[src/rtl/surfboard_operand_loader_if.sv]
// surfboard_operand_loader_if: element stream in, A/B operand pair out, with framing error flag.
interface surfboard_operand_loader_if #(parameter int W = 2);
  logic in_valid;
  logic in_ready;
  logic [W-1:0] in_data;
  logic in_last;
  logic [0:3][W-1:0] A;
  logic [0:3][W-1:0] B;
  logic out_valid;
  logic out_ready;
  logic frame_err;
  modport master(output in_valid, in_data, in_last, out_ready, input in_ready, A, B, out_valid, frame_err);
  modport slave(input in_valid, in_data, in_last, out_ready, output in_ready, A, B, out_valid, frame_err);
endinterface

[src/rtl/surfboard_operand_loader.sv]
// surfboard_operand_loader: frames an 8-element stream into row-major 2x2 operands A and B.
module surfboard_operand_loader #(parameter int W = 2) (
  input logic clk,
  input logic rst_n,
  input logic flush,
  surfboard_operand_loader_if.slave bus
);
  localparam logic [1:0] LOAD = 2'd0, RESYNC = 2'd1, HOLD = 2'd2;
  logic [1:0] state, state_nx;
  logic [2:0] k, k_nx;
  logic rdy_nx, ov_nx, err_nx;
  logic acc, in_load, short_f, long_f, cap;
  assign acc = bus.in_valid & bus.in_ready;
  assign in_load = acc & (state == LOAD);
  assign short_f = in_load & bus.in_last & (k != 3'd7);
  assign long_f = in_load & ~bus.in_last & (k == 3'd7);
  assign cap = in_load & ~short_f & ~long_f & ~flush;
  always_comb begin
    state_nx = state;
    k_nx = k;
    rdy_nx = bus.in_ready;
    ov_nx = bus.out_valid;
    err_nx = 1'b0;
    if (flush) begin
      state_nx = LOAD;
      k_nx = 3'd0;
      rdy_nx = 1'b1;
      ov_nx = 1'b0;
    end else begin
      case (state)
        LOAD: begin
          rdy_nx = 1'b1;
          if (short_f || long_f) begin
            k_nx = 3'd0;
            err_nx = 1'b1;
            state_nx = long_f ? RESYNC : LOAD;
          end else if (cap) begin
            k_nx = k + 3'd1;
            if (k == 3'd7) begin
              state_nx = HOLD;
              rdy_nx = 1'b0;
              ov_nx = 1'b1;
            end
          end
        end
        RESYNC: begin
          rdy_nx = 1'b1;
          if (acc && bus.in_last) begin
            state_nx = LOAD;
            k_nx = 3'd0;
          end
        end
        HOLD: begin
          if (bus.out_valid && bus.out_ready) begin
            state_nx = LOAD;
            k_nx = 3'd0;
            rdy_nx = 1'b1;
            ov_nx = 1'b0;
          end
        end
        default: begin
          state_nx = LOAD;
          k_nx = 3'd0;
          rdy_nx = 1'b1;
          ov_nx = 1'b0;
        end
      endcase
    end
  end
  always_ff @(posedge clk or negedge rst_n) begin
    if (!rst_n) begin
      state <= LOAD;
      k <= 3'd0;
      bus.in_ready <= 1'b0;
      bus.out_valid <= 1'b0;
      bus.frame_err <= 1'b0;
      bus.A <= '0;
      bus.B <= '0;
    end else begin
      state <= state_nx;
      k <= k_nx;
      bus.in_ready <= rdy_nx;
      bus.out_valid <= ov_nx;
      bus.frame_err <= err_nx;
      // first four beats fill A, the next four fill B, each at its row-major slot
      if (cap && !k[2]) bus.A[k[1:0]] <= bus.in_data;
      if (cap && k[2]) bus.B[k[1:0]] <= bus.in_data;
    end
  end
endmodule

[src/flat_wrapper.sv]
// flat-port wrapper written by rule: the top's interface ports become plain ports
module surfboard_operand_loader_flat 
#(parameter int W = 2)
  (clk, rst_n, flush, bus_in_valid, bus_in_data, bus_in_last, bus_out_ready, bus_in_ready, bus_A, bus_B, bus_out_valid, bus_frame_err);
  surfboard_operand_loader_if #(.W(W)) bus_i ();
  input logic clk;
  input logic rst_n;
  input logic flush;
  input wire logic [$bits(bus_i.in_valid)-1:0] bus_in_valid;
  input wire logic [$bits(bus_i.in_data)-1:0] bus_in_data;
  input wire logic [$bits(bus_i.in_last)-1:0] bus_in_last;
  input wire logic [$bits(bus_i.out_ready)-1:0] bus_out_ready;
  output wire logic [$bits(bus_i.in_ready)-1:0] bus_in_ready;
  output wire logic [$bits(bus_i.A)-1:0] bus_A;
  output wire logic [$bits(bus_i.B)-1:0] bus_B;
  output wire logic [$bits(bus_i.out_valid)-1:0] bus_out_valid;
  output wire logic [$bits(bus_i.frame_err)-1:0] bus_frame_err;
  assign bus_i.in_valid = bus_in_valid;
  assign bus_i.in_data = bus_in_data;
  assign bus_i.in_last = bus_in_last;
  assign bus_i.out_ready = bus_out_ready;
  assign bus_in_ready = bus_i.in_ready;
  assign bus_A = bus_i.A;
  assign bus_B = bus_i.B;
  assign bus_out_valid = bus_i.out_valid;
  assign bus_frame_err = bus_i.frame_err;
  surfboard_operand_loader #(.W(W)) u_core (.clk(clk), .rst_n(rst_n), .flush(flush), .bus(bus_i));
endmodule
[config.mk]
export PLATFORM = sky130hd
export DESIGN_NAME = surfboard_operand_loader_flat
export DESIGN_NICKNAME = d
export VERILOG_FILES = /design/src/rtl/surfboard_operand_loader_if.sv /design/src/rtl/surfboard_operand_loader.sv /design/src/flat_wrapper.sv
export SDC_FILE = /design/constraint.sdc
export NUM_CORES = 1
export LEC_CHECK = 0
export ABC_AREA = 1
export CAP_MARGIN = 5
export CORE_AREA = 2 2 49 51
export CTS_BUF_LIST = sky130_fd_sc_hd__clkbuf_8 sky130_fd_sc_hd__clkbuf_16
export DETAILED_ROUTE_END_ITERATION = 8
export DIE_AREA = 0 0 51 53
export DONT_BUFFER_PORTS = 1
export PLACE_DENSITY = 0.83
export SLEW_MARGIN = 20
export SYNTH_ARGS = -nofsm -noshare
export SYNTH_HDL_FRONTEND = slang
export SYNTH_SLANG_ARGS = --single-unit
[constraint.sdc]
create_clock -name clk -period 2.4 [get_ports clk]
set_input_delay 0.48 -clock clk [delete_from_list [all_inputs] [get_ports clk]]
set_output_delay 0.48 -clock clk [all_outputs]
set_load 0.02 [all_outputs]
==> impl_metrics.toml <==
[outcome]
status = "completed"

[power_and_ir_drop]
fin_total_pwr_uw = 925
p_sw_uw = 240
power_frac_seq_pct = 53.3
power_leakage_nw = 0.693
p_sw_share_pct = 25.9
p_per_area_mw_per_mm2 = 699
pwr-share-clk_pct = 38.0
pwr-share-comb_pct = 8.6
p_int_uw = 685
ir_drop_mv = 0.434

[cts]
clk-insertion-delay-late_ns = 0.27
cts_buffers = 3
cts_max_path_buffers = 2
clkSinkCount = 24
cts_tree = "done"
postCtsSetupBuffers = 0
root_buffer = "clkbuf_8"
clkTransAtPathRegs_ns = 0.08
cts_max_level = 1
post_cts_resized = 0

[place]
dpl.hpwl_um = 1770
place_area_sq_mm = 0.00125
io_buffer_count = 0
place.gp.congestion = 0.860
dp_cells = 169
place_ws_ns = 0.405

[critical_path]
path_max_fanout = 11
endpoint_kind = "flip-flop"
r2r-start = "u_core.k[0]"
crit_buf_inv = 2
path_cells = "ha_1 > ha_1 > inv_1 > nand2_2 > nand2_4 > a21oi_2 > buf_4 > nand4_1 > nand2_1"
crit_type = "flip-flop to flip-flop"
crit_required_ns = 2.61
rr_endpoint = "u_core.bus.B[0]"
slowest_delay_ns = 0.40
cp_top_family = "adder cells"
reg2reg_depth = 9
critical_path_arrival_ns = 2.24
crit_top_cell = "ha_1"
setup.worst_path.start_class = "flip-flop"
reg2reg_slack_ns = 0.37
cp_slowest_cell = "dfrtp_1"

[timing]
setup_viol = 0
slew_viol_final = 0
worst_slack_ns = 0.369
grt_setup_unrepaired = "false"
fin_crit_sh_pct = 84.6
fmax_mhz = 492
hold_viol = 0
relSlewSlack_pct = 66.2
fin_skew_ns = 0.00335
tns_ns = 0
holdWs_ns = 0.171
tightest_slew_ns = 0.507
period_needed_ns = 2.03

[floorplanning]
ios = 27
initial_core_util_pct = 57.6
coreArea_sq_mm = 0.00215
die_w_um = 51
fp.dieArea_sq_mm = 0.00270
rows = 17
die_h_um = 53

[logic_synthesis]
yosys_warnings = 0
ys_ff_latch = 24
seq_area_frac_synth_pct = 48.5
synth_nets = 158
synthTopCellsByArea = "dfrtp_1 (49%), nand2_1 (15%), nand4_1 (12%)"
synth_enable_flop_cells = 0
synth.distinct_cells = 22
syn_area_sq_mm = 0.00124
synthFlopType = "dfrtp_1"
synth_top_area_share_pct = 48.5
yosysTopAreaCell = "dfrtp_1"
avgSynthCellArea_sq_um = 8.53
syn_inst = 145
async_flop_share_pct = 100

[cells_and_area]
insertedDiodeCount = 0
register_area_sq_um = 601
final_area_sq_mm = 0.00132
nFillCells = 172
layout.nets = 160
multiInputGateArea_sq_um = 544
area_growth_pct = 6.98
fin_cells = 174
drive_above_1_share_pct = 14.4
fin_util_pct = 61.6

[routing]
wl_per_cell_um = 13.9
detailroute.via_count = 975
dr.pass1.iters = 4
ant_nets = 0
drt-initial-drc-count = 24
viasPerCell = 5.60
routed_wl_um = 2410
drc = 0

[global_route]
grt_max_degree = 25
grt_pass1_vias = 927
grt_use_total_pct = 20.5
antenna_found_initial = 0
grt_pass1_wl_um = 4040
overflow = 0

[flow_run]
cap_violations = 0

[min_path]
hp-class = "primary input to asynchronous set/reset pin"
-- routing by layer --
metal	part of all wire, %	vias to the layer above	global-route usage, %
li1	-	484	-
met1	42	451	23.9
met2	49	33	32.9
met3	6.6	7	4.80
met4	3.1	0	14.9
met5	0	-	0
-- flip-flops by register name, indices dropped and copies added (netlist names) --
signal                count
u_core.bus.A              8
u_core.bus.B              8
u_core.bus.frame_err      1
u_core.bus.in_ready       1
u_core.bus.out_valid      1
u_core.k                  3
u_core.state              2
-- Yosys cell counts (2+ instances only) --
cell type,n
ha_1,5
buf_2,2
nand2_4,2
inv_2,3
nand4_1,24
nand2_1,49
clkbuf_1,2
buf_6,2
inv_1,10
a21oi_1,2
o21ai_0,2
nand2_2,4
dfrtp_1,24
nor2_1,4
nand3_1,3
-- cell families after synthesis --
| family | after synthesis | share of synthesized area (%) |
|---|---|---|
| adders and majority gates | 5 | 5.06 |
| and+or+nand+nor | 90 | 35.9 |
| buffers and inverters | 20 | 7.48 |
| AOI/OAI and AO/OA | 6 | 3.03 |
| DFF | 24 | 48.5 |
-- final cells by class --
cell class / instances / area share [%]
multi-input combinational: 101 / 41.1
tap: 28 / 2.65
timing repair buffer: 3 / 1.51
clock inverter: 1 / 2.27
inverter: 14 / 3.97
clock buffer: 3 / 3.12
sequential: 24 / 45.4
-- worst max-delay path by stage --
stage | start | endpoint | slack (ns) | depth (start not counted)
final | u_core.k[0] | u_core.bus.B[0] | 0.37 | 9
after global routing | u_core.k[0] | u_core.bus.A[0] | 0.20 | 9
after CTS | u_core.k[0] | u_core.bus.B[0] | 0.38 | 8
after detailed placement | u_core.k[0] | u_core.bus.B[0] | 0.40 | 8
after global placement | u_core.k[0] | u_core.bus.B[0] | 0.49 | 8
after floorplan | u_core.k[0] | u_core.bus.in_ready | 0.76 | 9
-- cells in the final DEF, fill, tap and decap left out --
master      n
nand2_1    49
nand4_1    24
dfrtp_1    24
inv_1      10
ha_1        5
nand2_2     4
nor2_1      4
inv_2       3
nand3_1     3
clkbuf_8    3
nand2_4     2
o21ai_0     2
a21oi_1     2
buf_4       2
nor2_2      1
clkinv_1    1
nor2_4      1
nand3_2     1
a21oi_2     1
nor3_1      1
o21ai_2     1
bufinv_16   1
buf_2       1
-- worst reg2reg max path, delay by kind of cell (launching register included) --
| kind | cells | cell delay [ns] |
|---|---|---|
| fa+ha+maj | 2 | 0.55 |
| flops | 1 | 0.40 |
| simple gates | 4 | 0.33 |
| buf+inv | 2 | 0.34 |
| compound gates | 1 | 0.36 |
-- power by group through the flow --
stage / logic (mW) / clock network, mW / registers, mW
2_1_floorplan: 0.0640 / 0 / 0.496
3_3_place_gp: 0.0682 / 0 / 0.502
3_5_place_dp: 0.0714 / 0 / 0.502
4_1_cts: 0.0808 / 0.362 / 0.494
5_1_grt: 0.0917 / 0.372 / 0.498
6_report: 0.0800 / 0.352 / 0.493
-- repair_timing --
action | CTS | global route
hold buffers | 1 | 0
setup endpoints to repair | 0 | 0
hold endpoints to repair | 24 | 0
Note: power is estimated with default switching activity, not from simulation.
